**src/rtl/issue_queue.sv**
```systemverilog
// In-order circular issue queue between decode and the execute pipes: buffers
// up to WIDTH instructions per cycle and issues a hazard-free, lane-routed group.
module issue_queue #(
    parameter int WIDTH      = 2,
    parameter int DEPTH      = 8,
    parameter int INST_WIDTH = 32,
    parameter int ADDR_WIDTH = 32,
    parameter int ID_WIDTH   = 8,
    parameter int REG_BITS   = 5
) (
    input  logic                        clk,
    input  logic                        rst_n,
    input  logic                        flush,
    input  logic [WIDTH-1:0]            enq_valid,
    input  logic [WIDTH*INST_WIDTH-1:0] enq_inst,
    input  logic [WIDTH*ADDR_WIDTH-1:0] enq_pc,
    input  logic [WIDTH*ID_WIDTH-1:0]   enq_id,
    input  logic [2*WIDTH-1:0]          enq_class,
    input  logic [2*WIDTH-1:0]          enq_src,
    input  logic [2*WIDTH-1:0]          enq_dst,
    input  logic [WIDTH-1:0]            enq_load,
    output logic                        enq_ready,
    input  logic                        iss_stall,
    output logic [WIDTH-1:0]            iss_valid,
    output logic [WIDTH*INST_WIDTH-1:0] iss_inst,
    output logic [WIDTH*ADDR_WIDTH-1:0] iss_pc,
    output logic [WIDTH*ID_WIDTH-1:0]   iss_id,
    output logic [$clog2(DEPTH):0]      count,
    output logic [2:0]                  hazard
);

    localparam int PTR_W = $clog2(DEPTH);
    localparam int CNT_W = PTR_W + 1;
    localparam logic [1:0] CLS_ALU = 2'b00;
    localparam logic [1:0] CLS_MEM = 2'b01;
    localparam logic [1:0] CLS_BR  = 2'b10;
    localparam logic [1:0] CLS_NOP = 2'b11;
    localparam logic [1:0] DST_RT  = 2'b01;
    localparam logic [1:0] DST_RD  = 2'b10;

    typedef struct packed {
        logic [INST_WIDTH-1:0] inst;
        logic [ADDR_WIDTH-1:0] pc;
        logic [ID_WIDTH-1:0]   id;
        logic [1:0]            cls;
        logic [1:0]            src;
        logic [1:0]            dst;
        logic                  load;
    } entry_t;

    entry_t              ent_q [DEPTH];
    logic [PTR_W-1:0]    head_q;
    logic [PTR_W-1:0]    tail_q;
    logic [CNT_W-1:0]    count_q;
    logic                sb_valid_q;
    logic [REG_BITS-1:0] sb_reg_q;

    function automatic logic [REG_BITS-1:0] rs_of(input entry_t e);
        return e.inst[21 +: REG_BITS];
    endfunction

    function automatic logic [REG_BITS-1:0] rt_of(input entry_t e);
        return e.inst[16 +: REG_BITS];
    endfunction

    function automatic logic [REG_BITS-1:0] dst_of(input entry_t e);
        return (e.dst == DST_RD) ? e.inst[11 +: REG_BITS] : rt_of(e);
    endfunction

    function automatic logic has_dst(input entry_t e);
        return (e.dst == DST_RT) || (e.dst == DST_RD);
    endfunction

    function automatic logic reads(input entry_t e, input logic [REG_BITS-1:0] r);
        return (e.src[0] && (rs_of(e) == r)) || (e.src[1] && (rt_of(e) == r));
    endfunction

    // Handshake: a group is taken at a posedge when enq_ready && |enq_valid and no
    // flush; enq_ready looks only at the registered count, never at same-cycle issue.
    logic             enq_fire;
    logic [CNT_W-1:0] enq_n;
    logic [CNT_W-1:0] enq_add;
    logic [PTR_W-1:0] enq_off [WIDTH];
    entry_t           enq_e [WIDTH];

    assign enq_ready = (count_q <= CNT_W'(DEPTH - WIDTH));
    assign enq_fire  = enq_ready && (|enq_valid);
    assign enq_add   = enq_fire ? enq_n : '0;

    always_comb begin
        logic [CNT_W-1:0] run;
        run = '0;
        for (int k = 0; k < WIDTH; k++) begin
            enq_off[k]    = tail_q + run[PTR_W-1:0];
            enq_e[k].inst = enq_inst[k*INST_WIDTH +: INST_WIDTH];
            enq_e[k].pc   = enq_pc[k*ADDR_WIDTH +: ADDR_WIDTH];
            enq_e[k].id   = enq_id[k*ID_WIDTH +: ID_WIDTH];
            enq_e[k].cls  = enq_class[2*k +: 2];
            enq_e[k].src  = enq_src[2*k +: 2];
            enq_e[k].dst  = enq_dst[2*k +: 2];
            enq_e[k].load = enq_load[k];
            if (enq_valid[k]) run = run + CNT_W'(1);
        end
        enq_n = run;
    end

    // Oldest-first scan of the head window; the first blocked slot ends the group.
    entry_t           slot_e [WIDTH];
    logic [WIDTH-1:0] sel;
    logic [CNT_W-1:0] deq_n;
    logic [CNT_W-1:0] deq_eff;
    logic [2:0]       hazard_c;

    always_comb begin
        logic             scan, hz_load, hz_split, hz_steer, mem_used, br_used;
        logic [WIDTH-1:0] s;
        logic [CNT_W-1:0] n, lanes_used;
        scan       = 1'b1;
        mem_used   = 1'b0;
        br_used    = 1'b0;
        hz_load    = 1'b0;
        hz_split   = 1'b0;
        hz_steer   = 1'b0;
        s          = '0;
        n          = '0;
        lanes_used = '0;
        hazard_c   = 3'b000;
        for (int i = 0; i < WIDTH; i++) begin
            slot_e[i] = ent_q[head_q + PTR_W'(i)];
        end
        for (int i = 0; i < WIDTH; i++) begin
            if (scan) begin
                if (CNT_W'(i) >= count_q) begin
                    scan = 1'b0;
                end else if (slot_e[i].cls == CLS_NOP) begin
                    s[i] = 1'b1;
                    n    = n + CNT_W'(1);
                end else begin
                    hz_load  = sb_valid_q && reads(slot_e[i], sb_reg_q);
                    hz_split = 1'b0;
                    for (int j = 0; j < WIDTH; j++) begin
                        if (j < i && s[j] && slot_e[j].cls != CLS_NOP && has_dst(slot_e[j])) begin
                            if (reads(slot_e[i], dst_of(slot_e[j]))) hz_split = 1'b1;
                            if (has_dst(slot_e[i]) && dst_of(slot_e[i]) == dst_of(slot_e[j]))
                                hz_split = 1'b1;
                        end
                    end
                    hz_steer = (slot_e[i].cls == CLS_MEM && mem_used) ||
                               (slot_e[i].cls == CLS_BR && br_used) ||
                               (lanes_used >= CNT_W'(WIDTH));
                    if (hz_load || hz_split || hz_steer) begin
                        scan     = 1'b0;
                        hazard_c = hz_load ? 3'b001 : (hz_split ? 3'b010 : 3'b100);
                    end else begin
                        s[i]       = 1'b1;
                        n          = n + CNT_W'(1);
                        lanes_used = lanes_used + CNT_W'(1);
                        if (slot_e[i].cls == CLS_MEM) mem_used = 1'b1;
                        if (slot_e[i].cls == CLS_BR)  br_used  = 1'b1;
                    end
                end
            end
        end
        sel   = s;
        deq_n = n;
    end

    assign deq_eff = iss_stall ? '0 : deq_n;

    // Memory pins lane 0, branch pins lane WIDTH-1, ALU ops fill what is left.
    entry_t              lane_e [WIDTH];
    logic [WIDTH-1:0]    lane_v;
    logic                sb_next_v;
    logic [REG_BITS-1:0] sb_next_reg;

    always_comb begin
        logic [WIDTH-1:0] v;
        logic             placed;
        v           = '0;
        placed      = 1'b0;
        sb_next_v   = 1'b0;
        sb_next_reg = '0;
        for (int k = 0; k < WIDTH; k++) lane_e[k] = '0;
        for (int i = 0; i < WIDTH; i++) begin
            if (sel[i] && slot_e[i].cls == CLS_MEM) begin
                v[0]      = 1'b1;
                lane_e[0] = slot_e[i];
                if (slot_e[i].load && has_dst(slot_e[i])) begin
                    sb_next_v   = 1'b1;
                    sb_next_reg = dst_of(slot_e[i]);
                end
            end else if (sel[i] && slot_e[i].cls == CLS_BR) begin
                v[WIDTH-1]      = 1'b1;
                lane_e[WIDTH-1] = slot_e[i];
            end
        end
        for (int i = 0; i < WIDTH; i++) begin
            if (sel[i] && slot_e[i].cls == CLS_ALU) begin
                placed = 1'b0;
                for (int k = 0; k < WIDTH; k++) begin
                    if (!placed && !v[k]) begin
                        v[k]      = 1'b1;
                        lane_e[k] = slot_e[i];
                        placed    = 1'b1;
                    end
                end
            end
        end
        lane_v = v;
    end

    always_ff @(posedge clk) begin
        if (rst_n && !flush && enq_fire) begin
            for (int k = 0; k < WIDTH; k++) begin
                if (enq_valid[k]) ent_q[enq_off[k]] <= enq_e[k];
            end
        end
    end

    always_ff @(posedge clk) begin
        if (!rst_n || flush) begin
            head_q     <= '0;
            tail_q     <= '0;
            count_q    <= '0;
            sb_valid_q <= 1'b0;
            sb_reg_q   <= '0;
            iss_valid  <= '0;
            iss_inst   <= '0;
            iss_pc     <= '0;
            iss_id     <= '0;
        end else begin
            if (enq_fire) tail_q <= tail_q + enq_n[PTR_W-1:0];
            count_q <= count_q + enq_add - deq_eff;
            if (!iss_stall) begin
                head_q     <= head_q + deq_n[PTR_W-1:0];
                sb_valid_q <= sb_next_v;
                sb_reg_q   <= sb_next_reg;
                iss_valid  <= lane_v;
                for (int k = 0; k < WIDTH; k++) begin
                    iss_inst[k*INST_WIDTH +: INST_WIDTH] <= lane_e[k].inst;
                    iss_pc[k*ADDR_WIDTH +: ADDR_WIDTH]   <= lane_e[k].pc;
                    iss_id[k*ID_WIDTH +: ID_WIDTH]       <= lane_e[k].id;
                end
            end
        end
    end

    assign count  = count_q;
    assign hazard = hazard_c;

endmodule

```
**config.mk**
```make
export PLATFORM = sky130hd
export DESIGN_NAME = issue_queue
export DESIGN_NICKNAME = d
export VERILOG_FILES = /design/src/rtl/issue_queue.sv
export SDC_FILE = /design/constraint.sdc
export NUM_CORES = 2
export LEC_CHECK = 0
export BUFFER_PORTS_ARGS = -buffer_cell sky130_fd_sc_hd__buf_2
export CAP_MARGIN = 20
export CORE_MARGIN = 3
export CORE_UTILIZATION = 45
export CTS_BUF_LIST = sky130_fd_sc_hd__clkbuf_4 sky130_fd_sc_hd__clkbuf_8
export CTS_CLUSTER_SIZE = 8
export DETAILED_ROUTE_END_ITERATION = 10
export GPL_ROUTABILITY_DRIVEN = 0
export PLACE_DENSITY_LB_ADDON = 0.2
export SLEW_MARGIN = 20
export SYNTH_ARGS = -nofsm -noshare
export SYNTH_HDL_FRONTEND = slang
export SYNTH_SLANG_ARGS = --single-unit
```
**constraint.sdc**
```tcl
create_clock -name clk -period 7.7 [get_ports clk]
set_input_delay 1.155 -clock clk [delete_from_list [all_inputs] [get_ports clk]]
set_output_delay 1.155 -clock clk [all_outputs]
set_load 0.02 [all_outputs]
```
# ---- Yosys cells after proc, flatten, opt, wreduce, memory -nomap -nowiden
# Memories as Yosys holds them, arrays and structs flattened. A register that Yosys moved wholly into a read port is not among the register bits.
# Index checks and enable logic that the tools add are counted.
dict set report totals {
  elab_cells 172
  mem_bits_rw 632
  memories 1
  input_bits 164
  reg_bits 162
}
# memory words width rd rd_clocked_by_memory_dff write_ports line
set memory_table {}
lappend memory_table {ent_q 8 79 2 1 2 51} ;# entry_t ent_q [DEPTH];
dict set report classes {
  muxes 87
  magnitude_cmp 4
  n_eq_ne 18
  reduce_logical 45
  addsub 8
}
# op n
set ops {}
lappend ops {{$mux W79} 10}
lappend ops {{$mux W158} 2}
lappend ops {{$mux W1} 51}
lappend ops {{$eq A5 B5 Y1} 7}
lappend ops {{$mux W5} 6}
lappend ops {{$mux W4} 7}
lappend ops {{$mux W3} 9}
lappend ops {{$logic_and A1 B1 Y1} 26}
lappend ops {{$eq A2 B2 Y1 const B} 6}
lappend ops {{$logic_or A1 B1 Y1} 10}
lappend ops {{$add A3 B3 Y3} 3}
lappend ops {{$add A4 B1 Y4 const B} 2}
lappend ops {{$eq A2 B1 Y1 const B} 4}
lappend ops {{$ge A1 B4 Y1 const A} 2}
lappend ops {{$logic_not A1 Y1} 6}
lappend ops {{$add A4 B4 Y4} 1}
lappend ops {{$ge A4 B2 Y1 const B} 1}
lappend ops {{$le A4 B3 Y1 const B} 1}
lappend ops {{$logic_not A2 Y1} 2}
lappend ops {{$mux W2} 2}
lappend ops {{$sub A4 B4 Y4} 1}
lappend ops {{$add A3 B1 Y3 const B} 1}
lappend ops {{$ne A2 B2 Y1 const B} 1}
lappend ops {{$reduce_or A2 Y1} 1}

# ---- Longest topological paths before layout
dict set report depth {
  ltp_word 33
  depth_mapped 28
  depth_no_buf 22
}

# ---- Worst setup path after synthesis
# OpenSTA, ideal clock, no wires.
dict set report synth_timing {
  kind {input-to-reg}
  from {input port rst_n}
  to {memory ent_q[4][0] (netlist bit), enable pin}
  path_slack_ns -0.699
  path_buffers 2
  arrival_time_ns 7.766
  stages 5
  path_cell_list {nor2b_1 > clkbuf_1 > clkbuf_1 > nand4_1 > o31ai_1}
}
# item line
set synth_lines {}
lappend synth_lines {{from (decl)} 12} ;# input logic rst_n,
lappend synth_lines {{to (decl)} 51}

==> summary.txt <==
Synthesis
  – Synth unique cells: 66
  – Main synth FF type: edfxtp_1
  – Syn_nets: roughly 3.0k
  – Post-synthesis mux area share: between 30% and 40%
  – Largest family of logic cells by synthesized area: multiplexers
  – Post-Syn Area per Cell: between 15 and 20 um2
  – Total number of yosys warnings: 0
  – Post-Synthesis Cell Area: about 0.044 mm2
  – Post-synthesis sequential area ratio: 51.0%
  – #FFs+latches synth: about 800
  – Post-Synth Simple-Gate Area: ~2.6%
  – Number of flops mapped to enable cells by yosys: around 630
  – Post-synthesis compound-gate area fraction: roughly 6%
  – Post-Synth Adder-Cell Area: 0.613%
  – Yosys top cell area share: a little over two fifths
  – Xor/xnor share of the synthesized area: less than 1%
  – Yosys top cell by area: edfxtp_1
  – Synth area leaders: edfxtp_1, mux2_2, mux4_2
  – Async SR Flop Fraction: 0%
  – Post-synthesis cell count: 2855

Power
  – Total power: approximately 12000 uW
  – Psw: approximately 3900 uW
  – Pwr dens: 251 mW/mm2
  – Peak supply drop: around 0.3 mV
  – Sequential Power Share: between 30% and 40%
  – Sw Share: a little under a third
  – Static Leak: about 0.016 uW
  – Pint: ~8500 uW
  – Comb pwr share: between 20% and 30%
  – Clk network pwr share: between 30% and 40%

Timing
  – Peak Freq: between 150 and 200 MHz
  – Setup-failing EPs final: 0
  – Period utilization: between 80% and 90%
  – Fin Hold WS: ~470 ps
  – Final slew viol count: 0
  – Clock Skews: around 40 ps
  – Post-layout min period: roughly 6600 ps
  – Slew @ Worst Pin: approximately 1200 ps
  – TNS Setup: 0 ps
  – Max-slew headroom: 21.6%
  – Fin. Hold Viols: 0
  – Unrepaired setup endpoints after global routing: no

Setup path
  – Req. time, crit path: about 6600 ps
  – Worst Path Max Fanout: 40
  – Crit Path Category: flop to output pin
  – Arrival time worst endpoint: 5460 ps
  – CP peak stage delay: about 730 ps
  – Most common cell on crit path: buf_4
  – Worst R2R Setup Slack: ~1600 ps
  – Critical Path Start Type: flop
  – Worst Reg-to-Reg Cells: 12
  – CP Cell Sequence: buf_4, buf_4, mux4_2, xnor2_1, and4_1, nand4_1, a21oi_1, nor3_4, nor3b_1, buf_2
  – FF-to-FF End: iss_pc[48]$_SDFFE_PP0N_
  – Crit end category: output pin
  – Max stage delay cell, worst path: buf_4

Global route
  – Maximum number of pins on one net before global-route repair: 90
  – First-pass GRT wire length: 213000 um
  – Grt ovf: 0
  – Global-route usage over all layers: ~28%
  – Number of global-route vias before repair: around 31k
  – Initial antenna violation count: 45

Drt
  – DR vias: between 20k and 30k
  – Drt first-iter violations: ~3.3k
  – Drt pass-1 iters: 6
  – DR vias/cell: roughly 6.5
  – Wirelength per Cell: about 32 um
  – Routed WL: 146000 um
  – DRC Markers: 0
  – Routed Antenna Nets: 0

Worst hold path
  – Worst Hold End: iss_inst[43]$_SDFFE_PP0N_
  – Hold_sp: iss_inst[43]$_SDFFE_PP0N_
  – WHS Path Cells: 2
  – Worst min path class: flop to flop

Clock tree
  – Post-CTS Setup Inserts: 0
  – CTS hold repair buffers: 0
  – Clock transition at path regs: 60 ps
  – CTS buffer count: 140
  – Clock tree buffer depth: 3
  – CTS Root Cell: clkbuf_8
  – # resized after CTS: 0
  – Clock sinks: roughly 800
  – CTS H-tree depth: 4
  – Clock insertion delay at the later pin of the skew report: 800 ps
  – TritonCTS clock tree: built

Layout
  – Layout cells sized above 1: 48.9%
  – Layout Utilization: 51.8%
  – NumNets Final: between 3k and 4k
  – Area delta synth->final: 13.4%

Floorplan
  – # rows: 113
  – Die Ht: 318 um
  – Core footprint: between 0.09 and 0.1 mm2
  – Num ports: about 320
  – Initial Util: between 40 and 50%
  – Die width: around 320 um
  – Die area: around 0.10 mm2

Placed design
  – IO buf count: 317
  – DP HPWL: roughly 83000 um

Job
  – Max-cap violations: 0

Outcome
  – Status: complete, no violations
[worst max-delay path by stage]
| stage | depth (start not counted) | to | slack, ps | start |
|---|---|---|---|---|
| after global routing | 10 | hazard[1] | 660 | flop |
| after global placement | 18 | count[3]$_SDFF_PP0_ | 1670 | flop |
| final | 10 | hazard[1] | 1090 | flop |
| after detailed placement | 18 | count[3]$_SDFF_PP0_ | 1630 | flop |
| after CTS | 10 | hazard[1] | 1020 | flop |
| after floorplan | 5 | ent_q[5][0]$_DFFE_PP_ | -460 | rst_n |
[placed cells by master, fill, tap and decap left out, types with 14 or more instances in the layout]
cell type and instances:
clkbuf_8 161, mux4_2 296, buf_2 317, inv_1 21, clkinv_1 18, ha_1 14, o21ai_0 83, a21oi_1 89
nand2_1 111, o221ai_1 72, xnor2_1 27, nand3_1 14, diode_2 28, buf_4 39, mux2_2 639, edfxtp_1 632
mux2i_1 201, o22a_1 71, dfxtp_1 161, clkbuf_4 61, nor2_1 31
[synthesized netlist by cell type (21+ instances only)]
master / instances
edfxtp_1: 632
mux4_2: 296
clkbuf_1: 126
nor2_1: 32
dfxtp_1: 165
buf_1: 55
a21oi_1: 89
nand2_1: 115
o22a_1: 71
xnor2_1: 27
o221ai_1: 72
inv_1: 21
mux2_2: 639
o21ai_0: 89
mux2i_1: 201
[metal layers]
metal  routed length, um  GRT usage, %  vias up
li1                    -             -    12248
met1               56900          36.4    15290
met2               70700          46.6     1584
met3               13400          7.38      372
met4                4890          10.9       18
met5                 120             0        -
[stage by stage]
| step | cell area [um2] | worst slack, ps | instances |
|---|---|---|---|
| 2_1_floorplan | 43700 | -459 | 2855 |
| 3_3_place_gp | 46500 | 1670 | 4257 |
| 3_5_place_dp | 46500 | 1630 | 4257 |
| 4_1_cts | 49400 | 1020 | 4513 |
| 5_1_grt | 49500 | 662 | 4528 |
| 6_report | 49500 | 1090 | 4541 |
[sequential cells by signal (all words and copies together), names as in the netlist, named ones only]
signal and count:
ent_q 632, iss_inst 64, iss_pc 64, iss_id 16, sb_reg_q 5, count 4
head_q 3, tail_q 3, iss_valid 2, sb_valid_q 1
[kinds of logic (layout without fill, tap and decap cells)]
group                      Yosys count  after routing
other                                0             28
adders and majority gates           19             19
and+or+nand+nor                    232            232
DFF                                797            797
muxes                             1137           1137
xor gates and xnor gates            37             37
buffers and inverters              256            649
AOI/OAI and AO/OA                  377            377
[critical path: cells and delay by family, from the launching register on]
family | cells | cell delay (ps)
flip-flops | 1 | 650
AND/OR/NAND/NOR | 4 | 1340
multiplexers | 1 | 460
XOR/XNOR | 1 | 150
buffers and inverters | 3 | 1700
AO/OA/AOI/OAI | 1 | 240
[layout make-up]
type                       instances  area [um2]
tap                             1265        1580
fill                            8050       46100
multi-input combinational       1802       20500
timing repair buffer             367        2090
sequential                       797       22300
inverter                          26         100
clock buffer                     222        2670
clock inverter                    34         219
antenna                           28        70.1
[power groups by stage]
| stage | clock network (uW) | registers, uW | logic [uW] |
|---|---|---|---|
| floorplan | 0 | 5020 | 2400 |
| global placement | 0 | 5010 | 3330 |
| detailed placement | 0 | 5020 | 3380 |
| CTS | 4130 | 4930 | 3400 |
| global route | 4330 | 4940 | 3630 |
| finish | 4080 | 4930 | 3430 |
No activity file was read; power rests on OpenSTA's default activity.
